**src/rtl/hilo_div_unit.sv**
```systemverilog
// Radix-2 restoring divider producing HI (remainder) and LO (quotient)
// for the decode-stage hi/lo registers; busy stalls MFHI/MFLO consumers.
module hilo_div_unit #(
  parameter int WIDTH = 32
) (
  input  logic             clock,
  input  logic             reset,
  input  logic             start,
  input  logic             is_signed,
  input  logic [WIDTH-1:0] dividend,
  input  logic [WIDTH-1:0] divisor,
  input  logic             cancel,
  output logic             busy,
  output logic             HasDiv,
  output logic [WIDTH-1:0] DivHi,
  output logic [WIDTH-1:0] DivLo,
  output logic             div_by_zero
);

  localparam int CW = (WIDTH > 1) ? $clog2(WIDTH) : 1;

  typedef enum logic [1:0] {
    S_IDLE,
    S_RUN,
    S_FIX
  } state_t;

  state_t           r_state;
  state_t           w_next;
  logic [WIDTH-1:0] r_rem;
  logic [WIDTH-1:0] r_quo;
  logic [WIDTH-1:0] r_dvs;
  logic [CW-1:0]    r_cnt;
  logic             r_qneg;
  logic             r_rneg;
  logic             r_dz;
  logic             r_has;
  logic [WIDTH-1:0] r_hi;
  logic [WIDTH-1:0] r_lo;
  logic             r_dz_o;

  logic             w_a_neg;
  logic             w_b_neg;
  logic [WIDTH-1:0] w_a_mag;
  logic [WIDTH-1:0] w_b_mag;
  logic [WIDTH:0]   w_shift;
  logic             w_ge;
  logic [WIDTH-1:0] w_diff;
  logic             w_accept;
  logic             w_last;

  assign w_a_neg  = is_signed & dividend[WIDTH-1];
  assign w_b_neg  = is_signed & divisor[WIDTH-1];
  assign w_a_mag  = w_a_neg ? (~dividend + 1'b1) : dividend;
  assign w_b_mag  = w_b_neg ? (~divisor + 1'b1) : divisor;
  assign w_shift  = {r_rem, r_quo[WIDTH-1]};
  assign w_ge     = w_shift >= {1'b0, r_dvs};
  // Difference fits in WIDTH bits whenever w_ge holds.
  assign w_diff   = w_shift[WIDTH-1:0] - r_dvs;
  assign w_accept = (r_state == S_IDLE) & start & ~cancel;
  assign w_last   = r_cnt == CW'(WIDTH - 1);

  always_ff @(posedge clock or posedge reset) begin
    if (reset) r_state <= S_IDLE;
    else       r_state <= w_next;
  end

  always_comb begin
    w_next = r_state;
    unique case (r_state)
      S_IDLE: if (w_accept) w_next = S_RUN;
      S_RUN: begin
        if (cancel)      w_next = S_IDLE;
        else if (w_last) w_next = S_FIX;
      end
      S_FIX:   w_next = S_IDLE;
      default: w_next = S_IDLE;
    endcase
  end

  always_ff @(posedge clock or posedge reset) begin
    if (reset) begin
      r_rem  <= '0;
      r_quo  <= '0;
      r_dvs  <= '0;
      r_cnt  <= '0;
      r_qneg <= 1'b0;
      r_rneg <= 1'b0;
      r_dz   <= 1'b0;
    end else if (w_accept) begin
      r_rem  <= '0;
      r_quo  <= w_a_mag;
      r_dvs  <= w_b_mag;
      r_cnt  <= '0;
      r_qneg <= w_a_neg ^ w_b_neg;
      r_rneg <= w_a_neg;
      r_dz   <= divisor == '0;
    end else if (r_state == S_RUN) begin
      r_rem  <= w_ge ? w_diff : w_shift[WIDTH-1:0];
      r_quo  <= {r_quo[WIDTH-2:0], w_ge};
      r_cnt  <= r_cnt + 1'b1;
    end
  end

  // Zero divisor: the remainder ends up as |dividend|, so re-signing it
  // restores the original dividend; the quotient is forced to all-ones.
  always_ff @(posedge clock or posedge reset) begin
    if (reset) begin
      r_has  <= 1'b0;
      r_hi   <= '0;
      r_lo   <= '0;
      r_dz_o <= 1'b0;
    end else if (r_state == S_FIX && !cancel) begin
      r_has  <= 1'b1;
      r_hi   <= r_rneg ? (~r_rem + 1'b1) : r_rem;
      r_lo   <= r_dz ? '1 : (r_qneg ? (~r_quo + 1'b1) : r_quo);
      r_dz_o <= r_dz;
    end else begin
      r_has  <= 1'b0;
    end
  end

  assign busy        = r_state != S_IDLE;
  assign HasDiv      = r_has;
  assign DivHi       = r_hi;
  assign DivLo       = r_lo;
  assign div_by_zero = r_dz_o;

endmodule
```
**config.mk**
```make
export PLATFORM = sky130hd
export DESIGN_NAME = hilo_div_unit
export DESIGN_NICKNAME = d
export VERILOG_FILES = /design/src/rtl/hilo_div_unit.sv
export SDC_FILE = /design/constraint.sdc
export NUM_CORES = 1
export LEC_CHECK = 0
export BUFFER_PORTS_ARGS = -buffer_cell sky130_fd_sc_hd__buf_2
export CAP_MARGIN = 5
export CORE_MARGIN = 2
export CORE_UTILIZATION = 60
export CTS_CLUSTER_SIZE = 40
export DETAILED_ROUTE_END_ITERATION = 10
export PLACE_DENSITY = 0.91
export SLEW_MARGIN = 20
export SYNTH_ARGS = -nofsm -noshare
export SYNTH_HDL_FRONTEND = slang
export SYNTH_SLANG_ARGS = --single-unit
```
**constraint.sdc**
```tcl
create_clock -name clock -period 8.2 [get_ports clock]
set_clock_uncertainty 0.2 [all_clocks]
set_input_delay 0.82 -clock clock [delete_from_list [all_inputs] [get_ports clock]]
set_output_delay 0.82 -clock clock [all_outputs]
set_load 0.03 [all_outputs]
```
# Word level (Yosys, flattened, before mapping)
# Cells that the tools add are included.
totals:
  register_bits: 172
  output_inout_bits: 67
  elab_cells: 58
  inputBits: 69
classes:
  n_eq_ne: 5
  n_reduce_logical: 7
  addsub: 6
  muxes: 17
  n_lt_le_gt_ge: 1
  bitwise: 10
op_table:
  columns: ["op", "count"]
  rows:
  - ["32-bit 2-to-1 mux", 10]
  - ["32-bit by 1-bit adder with 32-bit output (second input constant)", 4]
  - ["32-bit NOT", 4]
  - ["33-bit by 32-bit greater-or-equal comparator with 1-bit output", 1]
  - ["32-bit logical NOT", 1]
  - ["32-bit subtractor", 1]
  - ["5-bit 2-to-1 mux", 2]
  - ["2-bit 2-to-1 mux", 3]
  - ["5-bit by 1-bit adder with 5-bit output (second input constant)", 1]
  - ["5-bit equality test (second input constant)", 1]
  - ["1-bit bitwise AND", 4]
  - ["2-bit one-hot mux with 2 select lines", 1]
  - ["2-bit nonzero test", 2]
  - ["3-bit inequality test (second input constant)", 1]
  - ["2-bit by 1-bit equality test with 1-bit output (second input constant)", 1]
  - ["2-bit equality test (second input constant)", 1]
  - ["2-bit logical NOT", 1]
  - ["2-bit inequality test (second input constant)", 1]
  - ["2-bit AND reduction", 1]
  - ["1-bit logical AND", 1]
  - ["1-bit logical NOT", 1]
  - ["1-bit 2-to-1 mux", 1]
  - ["1-bit NOT", 1]
  - ["1-bit XOR", 1]

# Logic depth before layout (Yosys ltp)
# Gate-level depths: netlist of run 1.
depth:
  ltp_word: 5
  depth_mapped: 12

# Worst setup path after synthesis of run 1
# Ideal clock, no wire load.
synth_timing:
  path_type: "in2reg"
  from: "in divisor[6]"
  to: "reg r_dvs[28]"
  stages: 8
  required_ns: 7.867
  n_path_buf: 0
  slack_ns: 5.052
  arrival_time_ns: 2.815
  setup_ns: 0.133
  path_cell_list: "or4_4 > nor4_1 > nor4b_1 > nand2_1 > nor4_2 > a21oi_1 > xnor2_1 > o21ai_0"
synth_via:
  elab_chain_len: 3
synth_lines:
  columns: ["item", "line", "text"]
  rows:
  - ["start, declared", "11", "input logic [WIDTH-1:0] divisor,"]
  - ["32-bit NOT", "55", "assign w_b_mag = w_b_neg ? (~divisor + 1'b1) : divisor;"]
  - ["32-bit by 1-bit adder with 32-bit output", "55", null]
  - ["32-bit 2-to-1 mux", "55", null]
  - ["end signal, assigned", "93", "r_dvs <= w_b_mag;"]
  - ["end, declared", "32", "logic [WIDTH-1:0] r_dvs;"]
# Every way passes these cells.
# A chain may end at the register's enable or synchronous reset.

# Worst setup path in the final report of run 1
layout_timing:
  from: "reg r_rem[15]"
  to: "reg r_rem[17]"
layout_via:
  elab_chain_len: 4
  elab_cells_between_ends: 5
  classes_between: "add/sub: 1; order compare: 1; mux: 3"
layout_lines:
  columns: ["item", "line", "text"]
  rows:
  - ["start, declared", "30", "logic [WIDTH-1:0] r_rem;"]
  - ["start signal, assigned", "99", "r_rem <= w_ge ? w_diff : w_shift[WIDTH-1:0];"]
  - ["32-bit subtractor or 33-bit by 32-bit greater-or-equal comparator with 1-bit output (tied branches)", "59, 57", null]
  - ["32-bit 2-to-1 mux (*)", "99", null]
  - ["32-bit 2-to-1 mux (*)", "98", "end else if (r_state == S_RUN) begin"]
  - ["32-bit 2-to-1 mux (*)", "90", "end else if (w_accept) begin"]
# Mark *: on every way between the ends. The rest lies on a longest branch, timed or not. The select of a mux whose other input is x is not followed.

==> results of run 1 <==
==> sequential cells by signal (all words and copies together), names as in the netlist <==
name and flops:
r_qneg 1, r_dz 1, HasDiv 1, r_dvs 32, r_quo 32, r_rneg 1
r_state 2, div_by_zero 1, r_cnt 5, DivHi 32, r_rem 32, DivLo 32
==> metrics by stage <==
step	std cells	total power, mW	worst slack (ns)
after global routing	1596	4.126	4.400
final	1596	3.880	4.553
after global placement	1564	2.911	4.675
after CTS	1596	3.841	4.623
after detailed placement	1564	2.983	4.552
after floorplan	1254	2.546	2.520
==> cells by family after synthesis <==
kind of cell	count (synthesis)	share of synthesized area [%]
xor+xnor	147	11.74
mux	26	2.374
simple gates	364	16.20
compound gates	390	21.75
flops	172	39.26
buf+inv	116	4.154
fa+ha+maj	39	4.519
==> power breakdown <==
part	switching, mW	leakage [nW]	internal [mW]
sequential	0.292	2.25	1.01
clock	0.394	0.305	0.443
combinational	1.02	3.13	0.716
total	1.71	5.69	2.17
==> cells in the mapped netlist (6+ instances only) <==
cell and n:
a21oi_1 79, nand2_1 151, nand4_1 10, o41ai_1 15
a31oi_1 11, xnor2_1 56, mux2i_1 26, nor3_1 16
nor4_1 9, nand2b_1 10, nor2b_1 8, o21ai_1 6
a32oi_1 8, a21o_1 8, inv_1 52, ha_1 38
o31ai_1 29, a22oi_1 29, nor2_1 75, and3_1 9
o211ai_1 7, or3_1 17, xor2_1 91, nand3_1 10
or4_1 15, o21ai_0 167, dfrtp_1 172, clkbuf_1 51
==> placed cells by master (no fill, tap or decap), drive strengths merged, types with 3 or more instances in the layout <==
cell type  synthesis  layout
nor2b              8       8
ha                38      38
nor2              76      76
o21a               3       3
buf               12     144
a31oi             11      11
nand2            152     152
nand2b            10      10
a21o               8       8
inv               52      58
o31ai             34      34
nand4             10      10
or2                6       6
a2111oi            3       3
mux2i             26      26
or4               19      19
a22oi             29      29
a21oi             79      79
clkbuf            51      17
dfrtp            172     172
a211oi             5       5
o211ai             7       7
clkinv             1       9
nor4              13      13
and3               9       9
xor2              91      91
xnor2             56      56
nand3b             3       3
or3               17      17
a32oi              8       8
o41ai             15      15
and2               5       5
nand3             10      10
nor3              16      16
o21ai            173     173
==> area by class of cell <==
class / instances / area (sq um)
inverter: 53 / 203.9
fill: 1330 / 5559
sequential: 172 / 4304
clock buffer: 17 / 425.4
tap: 229 / 286.5
clock inverter: 15 / 205.2
multi-input combinational: 966 / 6236
timing repair buffer: 144 / 743.2
==> how the worst max path moves through the flow <==
stage | from | end | slack (ns) | cells past startpoint
global route | r_rem[13] | r_rem[17] | 4.40 | 10
finish | r_rem[15] | r_rem[17] | 4.55 | 10
CTS | r_rem[3] | r_rem[17] | 4.62 | 10
detailed placement | cancel | DivLo[8] | 4.55 | 6
global placement | divisor[6] | r_dvs[30] | 4.68 | 9
floorplan | reset | DivHi[0] | 2.52 | 1
==> routing by layer <==
metal / share of wire, % / up-vias
met5: 0 / -
met4: 2.6 / 0
met3: 9.0 / 70
met2: 45 / 489
met1: 43 / 4738
li1: - / 4691
==> flow_summary_export.csv, run 1 <==
group,metric,value,unit
status,run_status,"finished, final reports clean",
global_routing,antenna_found_initial,0,
clocking,hold_buffers,0,
layout,drive_gt1_share,15.00,%
setup_path,reg2reg_depth,10,
placed_design,postPlaceCellArea,11770,sq um
placed_design,io_buffers,135,
logic_synthesis,netlist_area,10960,sq um
layout,fin_area,12400,sq um
logic_synthesis,synth_seq_cells,172,
power,power.density,312.8,nW/um^2
timing,finalHoldViolations,0,
layout,finish.utilization,69.05,%
setup_path,path_class,"flop to flop",
clocking,cts_setup_buffers,0,
logic_synthesis,syn_nets,1362,
floorplan,io_pins,136,
timing,slew_headroom,36.08,%
logic_synthesis,synth_edf_count,0,
global_routing,track_usage,29.99,%
logic_synthesis,ys_warn_count,0,
clocking,clkLatencyLatePin,0.44,ns
floorplan,core_region_area,17960,sq um
clocking,cts_made_buffers,17,
logic_synthesis,async_flop_share,100.0,%
setup_path,r2r_slack,4.55,ns
clocking,cts_sinks,172,
global_routing,grt_pass1_vias,9454,
logic_synthesis,yosysTopAreaCellShare,39.26,%
logic_synthesis,postSynthAreaPerCell,8.743,sq um
logic_synthesis,ys.flop_type,"dfrtp_1",
setup_path,cp_cell_sequence,"ha_1, a21oi_1, o21ai_0, a211oi_1, a21o_1, a2111oi_2, nor2_2, buf_4, mux2i_1, o21ai_0",
global_routing,grtUsageMet1,43.70,%
timing,slew_viol_final,0,
layout,final_nets,1462,
timing,worst-slew-pin-transition,0.9529,ns
logic_synthesis,yosysTopAreaCell,"dfrtp_1",
logic_synthesis,synthTopCellsByArea,"dfrtp_1 (39%), o21ai_0 (7.6%), xor2_1 (7.3%), nand2_1 (5.2%), xnor2_1 (4.5%)",
timing,period_needed,3.647,ns
setup_path,crit_top_cell,"o21ai_0",
floorplan,start_util,61.04,%
setup_path,slowest_delay,0.60,ns
logic_synthesis,synth_cells,1254,
setup_path,r2r-start,"r_rem[15]",
clocking,cts_root_buf,"clkbuf_16",
logic_synthesis,synth_cell_types,70,
logic_synthesis,seq_area_frac_synth,39.26,%
floorplan,dieArea,19370,sq um
setup_path,cp.arrival,3.74,ns
floorplan,fp.dieH,139.2,um
clocking,cts_max_level,4,
timing,fin_crit_sh,44.47,%
drt,first_pass_iters,5,
drt,wl,28.59,mm
clocking,cts_tree,"done",
placed_design,gp_congestion,0.9283,
layout,syn_to_final_growth,13.13,%
setup_path,r2r_end,"r_rem[17]",
setup_path,end_kind,"flop",
global_routing,globalRouteOverflowTotal,0,
power,leakage,5.693,nW
drt,ant_nets,0,
clocking,clockBufferDepth,2,
setup_path,start_kind,"flop",
floorplan,rows,49,
worst_hold_path,hold_path_class,"input pin to asynchronous set/reset pin",
global_routing,use_met3,5.490,%
global_routing,grt_use_met2,45.53,%
drt,wl_per_cell,17.91,um
drt,drc,0,
setup_path,cp.buffers_inverters,1,
floorplan,die_w,139.2,um
run,maxCapViolations,0,
power,vdd.ir_drop.worst,199.0,uV
timing,setup-violations-final,0,
drt,drt-initial-drc-count,1153,
setup_path,cp_slowest_cell,"a211oi_1",
global_routing,grt_max_degree,87,
timing,holdWs,0.1939,ns
timing,rsz0062_at_grt,"false",
global_routing,grt.busiest_layer,"met2",
clocking,post_cts_resize_count,0,
timing,fmax,274.2,MHz
timing,fin_setup_tns,0,ns
setup_path,crit_family,"compound AO/OA/AOI/OAI gates",
setup_path,required,8.29,ns
drt,viasPerCell,6.258,
clocking,cts.clk_slew.worst_paths,0.08,ns
global_routing,grt_pass1_wl,47.60,mm
setup_path,crit_fanout,29,
drt,via_count,9988,
layout,antenna_cells,0,
placed_design,dp.final_hpwl,20.61,mm
(Power assumes the default switching activity.)
==> inputs of run 2 (changes only) <==
--- a/config.mk
+++ b/config.mk
@@ -8,10 +8,10 @@
 export BUFFER_PORTS_ARGS = -buffer_cell sky130_fd_sc_hd__buf_2
 export CAP_MARGIN = 5
 export CORE_MARGIN = 2
-export CORE_UTILIZATION = 60
+export CORE_UTILIZATION = 59
 export CTS_CLUSTER_SIZE = 40
 export DETAILED_ROUTE_END_ITERATION = 10
-export PLACE_DENSITY = 0.91
+export PLACE_DENSITY = 0.9
 export SLEW_MARGIN = 20
 export SYNTH_ARGS = -nofsm -noshare
 export SYNTH_HDL_FRONTEND = slang
==> constraint.sdc (replaced) <==
create_clock -name clock -period 3.5 [get_ports clock]
set_clock_uncertainty 0.2 [all_clocks]
set_input_delay 0.35 -clock clock [delete_from_list [all_inputs] [get_ports clock]]
set_output_delay 0.35 -clock clock [all_outputs]
set_load 0.03 [all_outputs]
==> run 2 against run 1 <==
  * The flow now finishes with violations (hold timing)
  * Routed wire length is 1.7% higher
  * Sequential share of layout area is 0.66 points lower
  * Critical path depth is 2 higher
  * Register-to-register slack worse by 4.4 ns
  * Sequential power is 130% higher
  * Combinational power grew to 2.6 times the previous value
  * Clock power is 130% higher
  * First-iteration DRC count is 4.4% lower
  * Total power is 140% higher
  * Global-route usage hardly changed
  * Largest cell class unchanged
  * Fmax is 9.2% higher
==> flow_summary_export.csv, run 2 (synthesized netlist as in run 1, its figures left out) <==
group,metric,value,unit
layout,final_cell_mix,"dfrtp_1 (171), o21ai_0 (167), nand2_1 (150)",
setup_path,r2r_end,"r_rem[24]",
drt,drt-initial-drc-count,1102,
placed_design,dp.final_hpwl,21.32,mm
power,power.density,740.2,nW/um^2
layout,final_nets,1492,
power,power.switching,4.140,mW
drt,viasPerCell,6.155,
drt,ant_nets,0,
floorplan,die_w,140.3,um
power,p_clk_share,20.2,%
clocking,clockBufferDepth,2,
timing,fin_setup_tns,0,ns
layout,fin_area,12650,sq um
global_routing,track_usage,30.00,%
clocking,cts_max_level,4,
timing,worst-slew-pin-transition,0.8912,ns
drt,via_count,10010,
setup_path,required,3.62,ns
timing,fin_crit_sh,95.37,%
placed_design,pre_cts_ws,0.1607,ns
timing,setup-violations-final,0,
global_routing,grt_pass1_vias,9416,
setup_path,crit_fanout,4,
power,p_comb_share,48.3,%
clocking,cts_setup_buffers,0,
timing,slew_headroom,40.22,%
setup_path,r2r-start,"r_quo[31]",
layout,finish.utilization,69.93,%
timing,holdWs,-0.03007,ns
placed_design,postPlaceCellArea,12000,sq um
run,maxCapViolations,0,
power,p_int,5.222,mW
setup_path,cp.arrival,3.46,ns
clocking,cts_tree,"done",
power,netSwitchingFraction,44.22,%
layout,final_common_cell,"dfrtp_1",
power,p_seq_share,31.4,%
floorplan,start_util,60.62,%
clocking,cts_made_buffers,17,
timing,timing.final.ws_setup,0.1619,ns
timing,finalHoldViolations,24,
timing,fmax,299.6,MHz
clocking,cts.clk_slew.worst_paths,0.08,ns
layout,antenna_cells,0,
placed_design,gp_congestion,0.9750,
floorplan,core_region_area,18090,sq um
floorplan,dieArea,19690,sq um
timing,slew_viol_final,0,
status,run_status,"finished, violations left",
global_routing,grt_max_degree,173,
timing,period_needed,3.338,ns
clocking,cts_root_buf,"clkbuf_16",
clocking,cts_sinks,172,
worst_hold_path,hold_path_class,"input pin to asynchronous set/reset pin",
status,violations,"hold timing",
layout,drive_gt1_share,16.82,%
setup_path,r2r_slack,0.16,ns
setup_path,path_class,"flop to flop",
power,leakage,5.812,nW
layout,syn_to_final_growth,15.36,%
global_routing,globalRouteOverflowTotal,0,
drt,wl_per_cell,17.87,um
setup_path,end_kind,"flop",
clocking,clkLatencyLatePin,0.45,ns
timing,rsz0062_at_grt,"false",
setup_path,start_kind,"flop",
floorplan,fp.dieH,140.3,um
drt,wl,29.06,mm
floorplan,rows,49,
global_routing,antenna_found_initial,0,
setup_path,reg2reg_depth,12,
drt,first_pass_iters,5,
floorplan,io_pins,136,
power,vdd.ir_drop.worst,434.0,uV
placed_design,io_buffers,135,
drt,drc,0,
global_routing,grt_pass1_wl,48.01,mm
## run 2: cell types whose count changed in the layout (fill, tap and decap cells not counted), moves of 2 or more
cell,delta
inv_8,+2
buf_4,+26
inv_6,-2
buf_12,+2
clkinv_8,-2
dlygate4sd3_1,+2
clkinv_4,-2
clkinvlp_4,+5
## run 2: worst max-delay path, stage by stage (launching register included)
cell	delay [ns]
dfrtp_1	0.36
inv_1	0.15
ha_1	0.20
inv_1	0.06
fa_1	0.40
a21o_1	0.19
a221o_1	0.36
a311oi_1	0.37
nor3_1	0.16
o21a_1	0.20
o31ai_1	0.24
mux2i_1	0.22
o211ai_1	0.09
## run 2: per-layer routing
| layer | vias up | track usage (%) | part of all wire, % |
|---|---|---|---|
| met2 | 423 | 45.46 | 45 |
| li1 | 4753 | - | - |
| met4 | 0 | 7.656 | 1.5 |
| met5 | - | 0 | 0 |
| met1 | 4790 | 44.40 | 45 |
| met3 | 42 | 5.880 | 8.7 |
## run 2: per-stage QoR
stage | hold slack, ns | total power, mW | std cells
2_1_floorplan | 0.2198 | 5.966 | 1254
3_3_place_gp | 0.2505 | 7.116 | 1592
3_5_place_dp | 0.2600 | 7.284 | 1592
4_1_cts | 0.006975 | 9.205 | 1626
5_1_grt | 0.02965 | 9.937 | 1626
6_report | -0.03007 | 9.362 | 1626
## run 2: worst max path at each step
stage                    from         to  slack (ns)  depth (start not counted)
floorplan           r_quo[31]  r_rem[24]        0.50                         12
global placement    r_quo[31]  r_rem[24]        0.22                         12
detailed placement   r_rem[3]  r_rem[18]        0.16                         10
CTS                  r_rem[3]  r_rem[18]        0.16                         10
global route        r_quo[31]  r_rem[24]       0.005                         12
finish              r_quo[31]  r_rem[24]        0.16                         12
## run 2: layout make-up
type | instances | area, sq um
inverter | 53 | 202.7
sequential | 172 | 4305
clock inverter | 15 | 168.9
fill | 1363 | 5438
timing repair buffer | 174 | 998.5
multi-input combinational | 966 | 6261
tap | 229 | 286.5
clock buffer | 17 | 425.4
## run 2: power by group through the flow
| stage | clock [mW] | combinational, mW | sequential, mW |
|---|---|---|---|
| floorplan | 0 | 3.12 | 2.84 |
| global placement | 0 | 4.21 | 2.90 |
| detailed placement | 0 | 4.34 | 2.94 |
| CTS | 1.91 | 4.39 | 2.91 |
| global route | 1.98 | 4.96 | 2.99 |
| finish | 1.89 | 4.52 | 2.94 |
## run 2: repair_timing
action / 4_1_cts / 5_1_grt
resized for setup: 0 / 5
endpoints found under the hold margin: 3 / 0
setup endpoints to repair: 0 / 25
hold buffers: 2 / 0
==> inputs of run 3 (changes only) <==
--- a/config.mk
+++ b/config.mk
@@ -5,10 +5,11 @@
 export SDC_FILE = /design/constraint.sdc
 export NUM_CORES = 1
 export LEC_CHECK = 0
+export ABC_AREA = 1
 export BUFFER_PORTS_ARGS = -buffer_cell sky130_fd_sc_hd__buf_2
 export CAP_MARGIN = 5
 export CORE_MARGIN = 2
-export CORE_UTILIZATION = 59
+export CORE_UTILIZATION = 60
 export CTS_CLUSTER_SIZE = 40
 export DETAILED_ROUTE_END_ITERATION = 10
 export PLACE_DENSITY = 0.9
==> run 3 against run 2 <==
  * The flow still finishes with violations (hold timing)
  * Critical path depth fell by 2
  * Setup slack gained 0.51 ns
  * Sequential cell count unchanged
  * Hold slack improved by 0.012 ns
  * Via count grew 38%
  * Fmax is 18% higher
  * Die area grew 18%
  * Routed wire length up 39%
  * Count of clock-buffer cells in the layout unchanged
  * Critical path type unchanged
==> flow_summary_export.csv, run 3 <==
group,metric,value,unit
status,run_status,"finished, violations left",
status,violations,"hold timing",
global_routing,track_usage,34.79,%
global_routing,grt_pass1_vias,12650,
drt,viasPerCell,5.667,
run,maxCapViolations,0,
logic_synthesis,yosys.cell_count.top_type,"nand2_1",
floorplan,fp.dieH,152.6,um
logic_synthesis,seq_area_frac_synth,32.50,%
logic_synthesis,yosysTopAreaCellShare,32.50,%
drt,met1_length,18.10,mm
setup_path,cp_cell_sequence,"ha_1, a21oi_2, nand2_1, a21oi_2, nand2_4, nor2_8, nand2_8, nand2_1, nand3_1, nand2_1",
power,finalPower,11.24,mW
drt,drt-initial-drc-count,1534,
setup_path,r2r-start,"r_rem[27]",
clocking,cts_setup_buffers,0,
timing,rsz0062_at_grt,"false",
power,leakage,7.941,nW
placed_design,gp_congestion,1.002,
clocking,cts_made_buffers,17,
setup_path,crit_top_cell,"nand2_1",
timing,finalHoldViolations,19,
logic_synthesis,ys.flop_type,"dfrtp_1",
logic_synthesis,ys_warn_count,0,
timing,slew_headroom,38.99,%
drt,ant_nets,0,
layout,final_common_cell,"nand2_1",
power,power.density,763.4,nW/um^2
timing,slew_viol_final,0,
timing,period_needed,2.824,ns
clocking,cts_max_level,4,
timing,setup-violations-final,0,
setup_path,r2r_end,"r_rem[20]",
clocking,clkLatencyLatePin,0.45,ns
setup_path,crit_fanout,34,
layout,drive_gt1_share,11.75,%
power,vdd.ir_drop.worst,320.8,uV
drt,wl,40.51,mm
layout,fin_area,14720,sq um
clocking,cts_sinks,172,
drt,dr_wl_met2,16.86,mm
logic_synthesis,async_flop_share,100.0,%
drt,wl_per_cell,16.59,um
logic_synthesis,synth_commonest_cells,"nand2_1 (615), inv_1 (305), nand3_1 (216), nor2_1 (201), dfrtp_1 (172)",
clocking,cts_root_buf,"clkbuf_16",
drt,wl_met3,4.937,mm
setup_path,cp_slowest_cell,"dfrtp_1",
logic_synthesis,synth_cell_types,51,
layout,multiInputGateArea,7435,sq um
setup_path,cp.arrival,3.01,ns
layout,seq_area,4304,sq um
setup_path,start_kind,"flop",
setup_path,r2r_slack,0.68,ns
drt,highest_layer,"met4",
logic_synthesis,yosysTopAreaCell,"dfrtp_1",
placed_design,io_buffers,135,
global_routing,grt_max_degree,173,
timing,fin_setup_tns,0,ns
layout,fillers,1905,
setup_path,path_depth,10,
logic_synthesis,synthTopCellsByArea,"dfrtp_1 (32%), nand2_1 (17%), inv_1 (8.6%), nand3_1 (8.2%), nor2_1 (5.7%)",
logic_synthesis,netlist_area,13240,sq um
layout,syn_to_final_growth,11.14,%
setup_path,path_class,"flop to flop",
clocking,cts.clk_slew.worst_paths,0.07,ns
worst_hold_path,hold_path_class,"input pin to asynchronous set/reset pin",
drt,drc,0,
layout,antenna_cells,0,
setup_path,crit_family,"simple AND/OR/NAND/NOR gates",
timing,worst-slew-pin-transition,0.9151,ns
floorplan,dieArea,23280,sq um
global_routing,grt_pass1_wl,65.61,mm
clocking,cts_tree,"done",
setup_path,cp.buffers_inverters,0,
floorplan,rows,54,
floorplan,start_util,60.88,%
logic_synthesis,synth_edf_count,0,
logic_synthesis,syn_nets,2150,
setup_path,required,3.68,ns
global_routing,antenna_found_initial,0,
drt,first_pass_iters,6,
placed_design,postPlaceCellArea,14070,sq um
global_routing,globalRouteOverflowTotal,0,
setup_path,end_kind,"flop",
clocking,clockBufferDepth,2,
drt,via_count,13840,
logic_synthesis,synth_cells,2042,
floorplan,io_pins,136,
floorplan,die_w,152.6,um
layout,final_nets,2257,
setup_path,slowest_delay,0.46,ns
floorplan,core_region_area,21760,sq um
logic_synthesis,synth_seq_cells,172,
layout,final_cell_mix,"nand2_1 (615), inv_1 (304), nand3_1 (215)",
setup_path,reg2reg_depth,10,
placed_design,dp.final_hpwl,30.82,mm
timing,fmax,354.2,MHz
logic_synthesis,postSynthAreaPerCell,6.486,sq um
timing,holdWs,-0.01762,ns
timing,fin_crit_sh,80.67,%
[run 3: cell count changes after synthesis, moves of 31 or more]
cell | before | now
nand3_1 | 10 | 216
inv_1 | 52 | 305
xnor2_1 | 56 | 17
o21ai_0 | 167 | 89
nand2_1 | 151 | 615
nor2_1 | 75 | 201
a21oi_1 | 79 | 48
xor2_1 | 91 | 43
[run 3: cells by family (layout without fill, tap and decap cells)]
group | count (synthesis) | after routing | synth area share (%)
XOR/XNOR | 60 | 60 | 3.968
buffers and inverters | 378 | 498 | 11.44
AO/OA/AOI/OAI | 239 | 239 | 10.61
AND/OR/NAND/NOR | 1154 | 1154 | 37.74
flip-flops | 172 | 172 | 32.50
adder cells (fa/ha/maj) | 39 | 39 | 3.741
[run 3: worst max-delay path by stage]
| stage | endpoint | start | slack, ns |
|---|---|---|---|
| floorplan | DivHi[0] | reset | 0.75 |
| global placement | r_quo[0] | r_rem[27] | 0.80 |
| detailed placement | r_quo[0] | r_rem[27] | 0.73 |
| CTS | r_rem[20] | r_rem[27] | 0.72 |
| global route | r_rem[3] | r_rem[17] | 0.50 |
| finish | r_rem[20] | r_rem[27] | 0.68 |
[run 3: per-stage QoR]
step / utilization, % / std cells / hold slack, ns / worst slack [ns]
after floorplan: - / 2042 / 0.2488 / 0.7533
after global placement: 64.67 / 2408 / 0.2576 / 0.7968
after detailed placement: 64.67 / 2408 / 0.2600 / 0.7347
after CTS: 67.66 / 2442 / 0.003430 / 0.7213
after global routing: 67.66 / 2442 / 0.01139 / 0.5018
final: 67.66 / 2442 / -0.01762 / 0.6764
[run 3: final cells by class]
class	count	area share [%]
clock buffers	17	2.890
clock inverters	15	1.394
inverters	315	8.059
multi-input cells	1492	50.51
flip-flops and latches	172	29.24
well taps	280	2.380
repair buffers	151	5.525
[run 3: timing repair]
action	in CTS	in global routing
hold buffers	2	0
gates resized for setup	0	0
endpoints found under the hold margin	2	0
endpoints found under the setup margin	0	0
[run 3: worst register-to-register path, cell delays in order (launching register included)]
cell     delay, ns
dfrtp_1       0.46
ha_1          0.41
a21oi_2       0.26
nand2_1       0.11
a21oi_2       0.22
nand2_4       0.09
nor2_8        0.42
nand2_8       0.26
nand2_1       0.16
nand3_1       0.09
nand2_1       0.09
[run 3: routing by layer]
layer  track usage, %  vias up
met5                0        -
met4            6.878        0
met3            8.675       66
met2            50.44      758
met1            52.88     6288
li1                 -     6728
[run 3: power by group]
part | internal [mW] | switching [mW]
registers | 2.40 | 0.581
logic | 2.02 | 4.17
clock network | 1.15 | 0.921
total | 5.57 | 5.67
